File: config.mk
export PLATFORM = sky130hd
export DESIGN_NAME = alu_arbiter_flat
export DESIGN_NICKNAME = d
export VERILOG_FILES = /design/src/rtl/alu_pkg.sv /design/src/rtl/alu_arbiter_if.sv /design/src/rtl/rr_arb2.sv /design/src/rtl/alu_arbiter.sv /design/src/flat_wrapper.sv
export SDC_FILE = /design/constraint.sdc
export NUM_CORES = 1
export LEC_CHECK = 0
export CAP_MARGIN = 25
export CORE_AREA = 2 2 129 131
export DETAILED_ROUTE_END_ITERATION = 6
export DIE_AREA = 0 0 131 133
export MAX_ROUTING_LAYER = met4
export PLACE_DENSITY_LB_ADDON = 0.2
export SLEW_MARGIN = 5
export SYNTH_ARGS = -nofsm -noshare
export SYNTH_HDL_FRONTEND = slang
export SYNTH_SLANG_ARGS = --single-unit
File: constraint.sdc
create_clock -name clk -period 2.52 [get_ports clk]
set_clock_uncertainty 0.05 [all_clocks]
set_input_delay 0.756 -clock clk [delete_from_list [all_inputs] [get_ports clk]]
set_output_delay 0.756 -clock clk [all_outputs]
set_load 0.01 [all_outputs]
File: src/rtl/alu_pkg.sv
// rtl/alu_pkg.sv - shared ALU opcodes, arbiter state encoding and opcode legality helper
package alu_pkg;

  localparam logic [3:0] OP_AND = 4'b0000;
  localparam logic [3:0] OP_OR  = 4'b0001;
  localparam logic [3:0] OP_ADD = 4'b0010;
  localparam logic [3:0] OP_SLL = 4'b0011;
  localparam logic [3:0] OP_SUB = 4'b0110;
  localparam logic [3:0] OP_SLT = 4'b0111;
  localparam logic [3:0] OP_NOR = 4'b1100;
  localparam logic [3:0] OP_MUL = 4'b1111;

  typedef enum logic [1:0] {
    ST_IDLE = 2'd0,
    ST_EXEC = 2'd1,
    ST_RESP = 2'd2
  } state_t;

  function automatic logic is_legal_op(input logic [3:0] op);
    case (op)
      OP_AND, OP_OR, OP_ADD, OP_SLL, OP_SUB, OP_SLT, OP_NOR, OP_MUL: is_legal_op = 1'b1;
      default: is_legal_op = 1'b0;
    endcase
  endfunction

endpackage

File: src/rtl/alu_arbiter_if.sv
// rtl/alu_arbiter_if.sv - requester, response and shared-ALU signal bundle for alu_arbiter
interface alu_arbiter_if;

  logic        req0_valid;
  logic        req0_ready;
  logic [31:0] req0_a;
  logic [31:0] req0_b;
  logic [3:0]  req0_op;
  logic [4:0]  req0_shamt;
  logic        req1_valid;
  logic        req1_ready;
  logic [31:0] req1_a;
  logic [31:0] req1_b;
  logic [3:0]  req1_op;
  logic [4:0]  req1_shamt;

  logic        rsp0_valid;
  logic        rsp0_ready;
  logic [31:0] rsp0_result;
  logic        rsp0_zero;
  logic        rsp0_err;
  logic        rsp1_valid;
  logic        rsp1_ready;
  logic [31:0] rsp1_result;
  logic        rsp1_zero;
  logic        rsp1_err;

  logic [31:0] alu_a;
  logic [31:0] alu_b;
  logic [3:0]  alu_control;
  logic [4:0]  alu_shamt;
  logic [31:0] alu_result;
  logic        alu_zero;

  modport slave (
    input  req0_valid, req0_a, req0_b, req0_op, req0_shamt,
    input  req1_valid, req1_a, req1_b, req1_op, req1_shamt,
    output req0_ready, req1_ready,
    output rsp0_valid, rsp0_result, rsp0_zero, rsp0_err,
    output rsp1_valid, rsp1_result, rsp1_zero, rsp1_err,
    input  rsp0_ready, rsp1_ready,
    output alu_a, alu_b, alu_control, alu_shamt,
    input  alu_result, alu_zero
  );

  modport master (
    output req0_valid, req0_a, req0_b, req0_op, req0_shamt,
    output req1_valid, req1_a, req1_b, req1_op, req1_shamt,
    input  req0_ready, req1_ready,
    input  rsp0_valid, rsp0_result, rsp0_zero, rsp0_err,
    input  rsp1_valid, rsp1_result, rsp1_zero, rsp1_err,
    output rsp0_ready, rsp1_ready,
    input  alu_a, alu_b, alu_control, alu_shamt,
    output alu_result, alu_zero
  );

endinterface

File: src/rtl/rr_arb2.sv
// rtl/rr_arb2.sv - two-way round-robin grant with last-granted tracking
module rr_arb2 #(
  parameter bit INIT_LAST = 1'b1
) (
  input  logic clk,
  input  logic reset_n,
  input  logic valid0,
  input  logic valid1,
  input  logic update,
  output logic grant_any,
  output logic grant_idx
);

  logic last;

  // Lone requester wins; on a tie the one not served most recently wins.
  always_comb begin
    grant_any = valid0 | valid1;
    if (valid0 && valid1) begin
      grant_idx = ~last;
    end else begin
      grant_idx = valid1;
    end
  end

  // Remember the winner whenever a grant is actually taken.
  always_ff @(posedge clk) begin
    if (!reset_n) begin
      last <= INIT_LAST;
    end else if (update) begin
      last <= grant_idx;
    end
  end

endmodule

File: src/rtl/alu_arbiter.sv
// rtl/alu_arbiter.sv - shares one external ALU between two requesters, one operation in flight
module alu_arbiter
  import alu_pkg::*;
#(
  parameter int WAIT_CYCLES = 2,
  parameter bit INIT_LAST   = 1'b1
) (
  input logic          clk,
  input logic          reset_n,
  alu_arbiter_if.slave bus
);

  localparam logic [3:0] CNT_LOAD = 4'(WAIT_CYCLES - 1);

  state_t      state;
  state_t      state_next;
  logic [3:0]  cnt;
  logic        grant_any;
  logic        grant_idx;
  logic        owner;
  logic        accept;
  logic        rsp_done;
  logic        sel_legal;
  logic [31:0] sel_a;
  logic [31:0] sel_b;
  logic [3:0]  sel_op;
  logic [4:0]  sel_shamt;
  logic [31:0] a_q;
  logic [31:0] b_q;
  logic [3:0]  op_q;
  logic [4:0]  shamt_q;
  logic [31:0] result_q;
  logic        zero_q;
  logic        err_q;

  rr_arb2 #(
    .INIT_LAST (INIT_LAST)
  ) u_rr_arb2 (
    .clk       (clk),
    .reset_n   (reset_n),
    .valid0    (bus.req0_valid),
    .valid1    (bus.req1_valid),
    .update    (accept),
    .grant_any (grant_any),
    .grant_idx (grant_idx)
  );

  // Route the currently granted requester's fields toward the capture registers.
  always_comb begin
    sel_a     = grant_idx ? bus.req1_a     : bus.req0_a;
    sel_b     = grant_idx ? bus.req1_b     : bus.req0_b;
    sel_op    = grant_idx ? bus.req1_op    : bus.req0_op;
    sel_shamt = grant_idx ? bus.req1_shamt : bus.req0_shamt;
    sel_legal = is_legal_op(sel_op);
  end

  // Next state and handshake outputs; everything is held low while reset_n is low.
  always_comb begin
    state_next     = state;
    accept         = 1'b0;
    rsp_done       = 1'b0;
    bus.req0_ready = 1'b0;
    bus.req1_ready = 1'b0;
    bus.rsp0_valid = 1'b0;
    bus.rsp1_valid = 1'b0;
    if (reset_n) begin
      case (state)
        ST_IDLE: begin
          if (grant_any) begin
            accept         = 1'b1;
            bus.req0_ready = ~grant_idx;
            bus.req1_ready = grant_idx;
            // Unsupported opcodes never touch the ALU.
            state_next     = sel_legal ? ST_EXEC : ST_RESP;
          end
        end
        ST_EXEC: begin
          if (cnt == 4'd0) begin
            state_next = ST_RESP;
          end
        end
        ST_RESP: begin
          bus.rsp0_valid = ~owner;
          bus.rsp1_valid = owner;
          rsp_done       = owner ? bus.rsp1_ready : bus.rsp0_ready;
          if (rsp_done) begin
            state_next = ST_IDLE;
          end
        end
        default: state_next = ST_IDLE;
      endcase
    end
  end

  // State register.
  always_ff @(posedge clk) begin
    if (!reset_n) begin
      state <= ST_IDLE;
    end else begin
      state <= state_next;
    end
  end

  // Wait counter: loaded on accept, counts down while the ALU settles.
  always_ff @(posedge clk) begin
    if (!reset_n) begin
      cnt <= 4'd0;
    end else if (accept) begin
      cnt <= CNT_LOAD;
    end else if (state == ST_EXEC && cnt != 4'd0) begin
      cnt <= cnt - 4'd1;
    end
  end

  // Operand registers double as the ALU drive, so the ALU only sees changes on a legal accept.
  always_ff @(posedge clk) begin
    if (!reset_n) begin
      a_q     <= 32'd0;
      b_q     <= 32'd0;
      op_q    <= OP_ADD;
      shamt_q <= 5'd0;
      owner   <= 1'b0;
    end else if (accept) begin
      owner <= grant_idx;
      if (sel_legal) begin
        a_q     <= sel_a;
        b_q     <= sel_b;
        op_q    <= sel_op;
        shamt_q <= sel_shamt;
      end
    end
  end

  // Response capture: ALU result at the end of EXEC, fixed error response for bad opcodes.
  always_ff @(posedge clk) begin
    if (!reset_n) begin
      result_q <= 32'd0;
      zero_q   <= 1'b0;
      err_q    <= 1'b0;
    end else if (accept && !sel_legal) begin
      result_q <= 32'd0;
      zero_q   <= 1'b1;
      err_q    <= 1'b1;
    end else if (state == ST_EXEC && cnt == 4'd0) begin
      result_q <= bus.alu_result;
      zero_q   <= bus.alu_zero;
      err_q    <= 1'b0;
    end
  end

  assign bus.alu_a       = a_q;
  assign bus.alu_b       = b_q;
  assign bus.alu_control = op_q;
  assign bus.alu_shamt   = shamt_q;

  assign bus.rsp0_result = result_q;
  assign bus.rsp0_zero   = zero_q;
  assign bus.rsp0_err    = err_q;
  assign bus.rsp1_result = result_q;
  assign bus.rsp1_zero   = zero_q;
  assign bus.rsp1_err    = err_q;

endmodule

File: src/flat_wrapper.sv
// flat-port wrapper written by rule: the top's interface ports become plain ports
module alu_arbiter_flat import alu_pkg::*;
#(
  parameter int WAIT_CYCLES = 2,
  parameter bit INIT_LAST   = 1'b1
)
  (clk, reset_n, bus_req0_valid, bus_req0_a, bus_req0_b, bus_req0_op, bus_req0_shamt, bus_req1_valid, bus_req1_a, bus_req1_b, bus_req1_op, bus_req1_shamt, bus_req0_ready, bus_req1_ready, bus_rsp0_valid, bus_rsp0_result, bus_rsp0_zero, bus_rsp0_err, bus_rsp1_valid, bus_rsp1_result, bus_rsp1_zero, bus_rsp1_err, bus_rsp0_ready, bus_rsp1_ready, bus_alu_a, bus_alu_b, bus_alu_control, bus_alu_shamt, bus_alu_result, bus_alu_zero);
  alu_arbiter_if bus_i ();
  input logic clk;
  input logic reset_n;
  input wire logic [$bits(bus_i.req0_valid)-1:0] bus_req0_valid;
  input wire logic [$bits(bus_i.req0_a)-1:0] bus_req0_a;
  input wire logic [$bits(bus_i.req0_b)-1:0] bus_req0_b;
  input wire logic [$bits(bus_i.req0_op)-1:0] bus_req0_op;
  input wire logic [$bits(bus_i.req0_shamt)-1:0] bus_req0_shamt;
  input wire logic [$bits(bus_i.req1_valid)-1:0] bus_req1_valid;
  input wire logic [$bits(bus_i.req1_a)-1:0] bus_req1_a;
  input wire logic [$bits(bus_i.req1_b)-1:0] bus_req1_b;
  input wire logic [$bits(bus_i.req1_op)-1:0] bus_req1_op;
  input wire logic [$bits(bus_i.req1_shamt)-1:0] bus_req1_shamt;
  output wire logic [$bits(bus_i.req0_ready)-1:0] bus_req0_ready;
  output wire logic [$bits(bus_i.req1_ready)-1:0] bus_req1_ready;
  output wire logic [$bits(bus_i.rsp0_valid)-1:0] bus_rsp0_valid;
  output wire logic [$bits(bus_i.rsp0_result)-1:0] bus_rsp0_result;
  output wire logic [$bits(bus_i.rsp0_zero)-1:0] bus_rsp0_zero;
  output wire logic [$bits(bus_i.rsp0_err)-1:0] bus_rsp0_err;
  output wire logic [$bits(bus_i.rsp1_valid)-1:0] bus_rsp1_valid;
  output wire logic [$bits(bus_i.rsp1_result)-1:0] bus_rsp1_result;
  output wire logic [$bits(bus_i.rsp1_zero)-1:0] bus_rsp1_zero;
  output wire logic [$bits(bus_i.rsp1_err)-1:0] bus_rsp1_err;
  input wire logic [$bits(bus_i.rsp0_ready)-1:0] bus_rsp0_ready;
  input wire logic [$bits(bus_i.rsp1_ready)-1:0] bus_rsp1_ready;
  output wire logic [$bits(bus_i.alu_a)-1:0] bus_alu_a;
  output wire logic [$bits(bus_i.alu_b)-1:0] bus_alu_b;
  output wire logic [$bits(bus_i.alu_control)-1:0] bus_alu_control;
  output wire logic [$bits(bus_i.alu_shamt)-1:0] bus_alu_shamt;
  input wire logic [$bits(bus_i.alu_result)-1:0] bus_alu_result;
  input wire logic [$bits(bus_i.alu_zero)-1:0] bus_alu_zero;
  assign bus_i.req0_valid = bus_req0_valid;
  assign bus_i.req0_a = bus_req0_a;
  assign bus_i.req0_b = bus_req0_b;
  assign bus_i.req0_op = bus_req0_op;
  assign bus_i.req0_shamt = bus_req0_shamt;
  assign bus_i.req1_valid = bus_req1_valid;
  assign bus_i.req1_a = bus_req1_a;
  assign bus_i.req1_b = bus_req1_b;
  assign bus_i.req1_op = bus_req1_op;
  assign bus_i.req1_shamt = bus_req1_shamt;
  assign bus_req0_ready = bus_i.req0_ready;
  assign bus_req1_ready = bus_i.req1_ready;
  assign bus_rsp0_valid = bus_i.rsp0_valid;
  assign bus_rsp0_result = bus_i.rsp0_result;
  assign bus_rsp0_zero = bus_i.rsp0_zero;
  assign bus_rsp0_err = bus_i.rsp0_err;
  assign bus_rsp1_valid = bus_i.rsp1_valid;
  assign bus_rsp1_result = bus_i.rsp1_result;
  assign bus_rsp1_zero = bus_i.rsp1_zero;
  assign bus_rsp1_err = bus_i.rsp1_err;
  assign bus_i.rsp0_ready = bus_rsp0_ready;
  assign bus_i.rsp1_ready = bus_rsp1_ready;
  assign bus_alu_a = bus_i.alu_a;
  assign bus_alu_b = bus_i.alu_b;
  assign bus_alu_control = bus_i.alu_control;
  assign bus_alu_shamt = bus_i.alu_shamt;
  assign bus_i.alu_result = bus_alu_result;
  assign bus_i.alu_zero = bus_alu_zero;
  alu_arbiter #(.WAIT_CYCLES(WAIT_CYCLES), .INIT_LAST(INIT_LAST)) u_core (.clk(clk), .reset_n(reset_n), .bus(bus_i));
endmodule
==> metrics.yaml <==
outcome:
  status: "completed"
critical_path:
  critPathKind: "input pin to output port"
  r2r_setup_slack_ns: 0.43
  crit_required_ns: 1.71
  cp-startpoint: "bus_req1_valid"
  crit_path_max_fanout: 3
  start_kind: "input pin"
  crit_end: "bus_req1_ready"
  r2r_start: "u_core.u_rr_arb2.last"
  arrival_ns: 1.65
  end_kind: "output port"
  r2r-end: "u_core.bus.alu_a[3]"
  reg2reg_depth: 7
clock_tree:
  cts-root-buf: "clkbuf_16"
  htree_levels: 4
  cts_setup_buffers: 0
  cts_buffers: 17
  tritoncts: "built"
  cts_buffer_depth: 2
  cts.sinks: 115
  clock_latency_ns: 0.41
  clk_pin_slew_worst_paths_ns: 0.05
synth:
  synth_compound_area_share_pct: 27.2
  syn-num-nets: 771
  synth-edff-count: 0
  yosysSeqAreaShare_pct: 40.8
  synth_mux_area_share_pct: 13.0
  avgSynthCellArea_um2: 9.64
  ys_types: 42
  yosysWarningCount: 0
  ys_async_sr_fraction_pct: 0
  synthTopCellsByArea: "dfxtp_1 41%, a211oi_2 15%, mux2i_1 13%"
  synth_simple_gate_area_share_pct: 8.25
  synth_top_family_by_area: "compound AO/OA/AOI/OAI gates"
  synth_top_cell_area_share_pct: 40.8
  synth_flop_cell: "dfxtp_1"
  synth_most_common_cell: "dfxtp_1"
  syn_area_um2: 5640
  yosys-top-cells-count: "115 x dfxtp_1, 106 x a21oi_1, 73 x mux2i_1, 72 x nand2_1, 69 x a211oi_2"
  synth_xor_area_share_pct: 0.777
  yosysTopAreaCell: "dfxtp_1"
  syn_inst: 585
  ys_ff_latch: 115
  synthAdderAreaFrac_pct: 0.222
timing:
  max_slew_margin_pct: 67.9
  finalCritPeriodShare_pct: 97.6
  tns_ns: 0
  setup_viol_count_final: 0
  whs_ns: 0.405
  worstMarginPinSlew_ns: 0.480
  fin_crit_ns: 2.46
  rsz0062_at_grt: "no"
  fmax_mhz: 407
  finalHoldViolations: 0
  slew_violations: 0
global_routing:
  grt.busiest_layer: "met2"
  grt_pass1_wl_um: 28200
  antenna_found_initial: 0
  gr-total-overflow: 0
  use_met3_pct: 6.47
  grt_pass1_vias: 5628
  grt_use_met2_pct: 37.5
  track_usage_pct: 21.3
  grt_max_degree: 55
  use_met1_pct: 21.9
drt:
  ant_nets: 0
  vias_per_cell: 4.90
  drc_errors: 0
  finalWirelength_um: 18400
  first_iter_violations: 126
  vias: 5512
  drtPass1Iterations: 4
  wl_per_cell_um: 16.4
cells_and_area:
  area_delta_synth_final_pct: 72.2
  final_area_um2: 9710
  utilization_pct: 60.0
  fillers: 1305
  drive_above_1_share_pct: 16.9
  layout.nets: 1077
  n_antenna_cell: 0
place:
  postPlaceCellArea_um2: 9090
  hpwl_um: 14200
  io_buffers: 329
  routabilityCongestion: 0.803
pwr:
  ir_drop_mv: 0.458
  power.leakage_nw: 3.44
  power_density_nw_per_um2: 652
  total_power_w: 0.00633
floorplanning:
  die_x_um: 131
  rows: 47
  die-area_um2: 17400
  core_region_area_um2: 16200
  io_pins: 330
  die_y_um: 133
  initial_core_util_pct: 34.9
hold_path:
  hp-class: "flip-flop to flip-flop"
run:
  cap_violations: 0
==> metal layers <==
metal,wire length (µm),vias up
li1,-,2680
met1,6870,2549
met2,9550,251
met3,1560,32
met4,408,0
met5,0,-
==> power breakdown <==
group	total [W]	switching, W	internal [W]
Combinational	0.00169	0.000770	0.000917
Sequential	0.00209	0.000110	0.00198
Clock	0.00255	0.000819	0.00173
==> layout make-up <==
class	instances	area (µm²)	share of cell area [%]
Sequential cell	115	2300	23.7
Timing Repair Buffer	373	3680	37.9
Multi-Input combinational cell	379	2800	28.9
Clock inverter	8	149	1.53
Inverter	5	20.0	0.206
Clock buffer	24	482	4.96
Tap cell	220	275	2.84
==> what timing repair did <==
item                                    CTS  global route
hold buffers                              0             0
resized for setup                        11             2
endpoints found under the setup margin  102             1
pin swaps                                 0             0
==> worst max-delay path, stage by stage <==
cell,delay (ns)
dlygate4sd2_1,0.25
a21boi_4,0.19
and3_1,0.21
clkdlybuf4s15_2,0.25
==> cell usage in the layout, fill, tap and decap left out, types with 3 or more instances in the layout <==
master and count:
buf_4 39, bufinv_16 4, dlygate4sd2_1 4, a211oi_2 69, nand3_1 6, buf_12 5, dfxtp_1 115, o21ai_1 5
nor2b_1 4, clkdlybuf4s50_1 322, clkbuf_16 17, mux2i_1 73, a21oi_1 106, nor3_1 3, nor2_1 7, xnor2_1 3
clkbuf_8 3, inv_1 4, clkbuf_1 4, nand2_1 72
==> sequential cells by signal, indices dropped and copies added, names as in the netlist <==
name / cells
u_core.bus.alu_b: 32
u_core.bus.rsp0_zero: 1
u_core.bus.alu_shamt: 5
u_core.cnt: 4
u_core.u_rr_arb2.last: 1
u_core.bus.alu_control: 4
u_core.owner: 1
u_core.bus.rsp0_result: 32
u_core.state: 2
u_core.bus.rsp0_err: 1
u_core.bus.alu_a: 32
==> logic make-up (layout without fill, tap and decap cells) <==
| kind of cell | after synthesis | in the layout |
|---|---|---|
| AO/OA/AOI/OAI | 195 | 195 |
| flip-flops | 115 | 115 |
| AND/OR/NAND/NOR | 105 | 105 |
| buffers and inverters | 91 | 410 |
| multiplexers | 73 | 73 |
| XOR/XNOR | 5 | 5 |
| adder cells (fa/ha/maj) | 1 | 1 |
==> metrics by stage <==
| step | std cells | setup WS, ns |
|---|---|---|
| 2_1_floorplan | 585 | 0.186 |
| 3_3_place_gp | 1092 | -0.518 |
| 3_5_place_dp | 1092 | -0.536 |
| 4_1_cts | 1124 | 0.0260 |
| 5_1_grt | 1124 | 0.0153 |
| 6_report | 1124 | 0.0609 |
==> worst min path at each step <==
stage	start	end	slack [ns]	cells past startpoint
final	u_core.bus.alu_control[2]	u_core.bus.alu_control[2]	0.41	2
after CTS	u_core.bus.alu_control[2]	u_core.bus.alu_control[2]	0.41	2
after global routing	u_core.bus.alu_control[2]	u_core.bus.alu_control[2]	0.43	2
after global placement	u_core.bus.alu_control[2]	u_core.bus.alu_control[2]	0.39	2
after detailed placement	u_core.bus.alu_control[2]	u_core.bus.alu_control[2]	0.41	2
after floorplan	u_core.u_rr_arb2.last	u_core.u_rr_arb2.last	0.40	2
(Power assumes the default switching activity.)
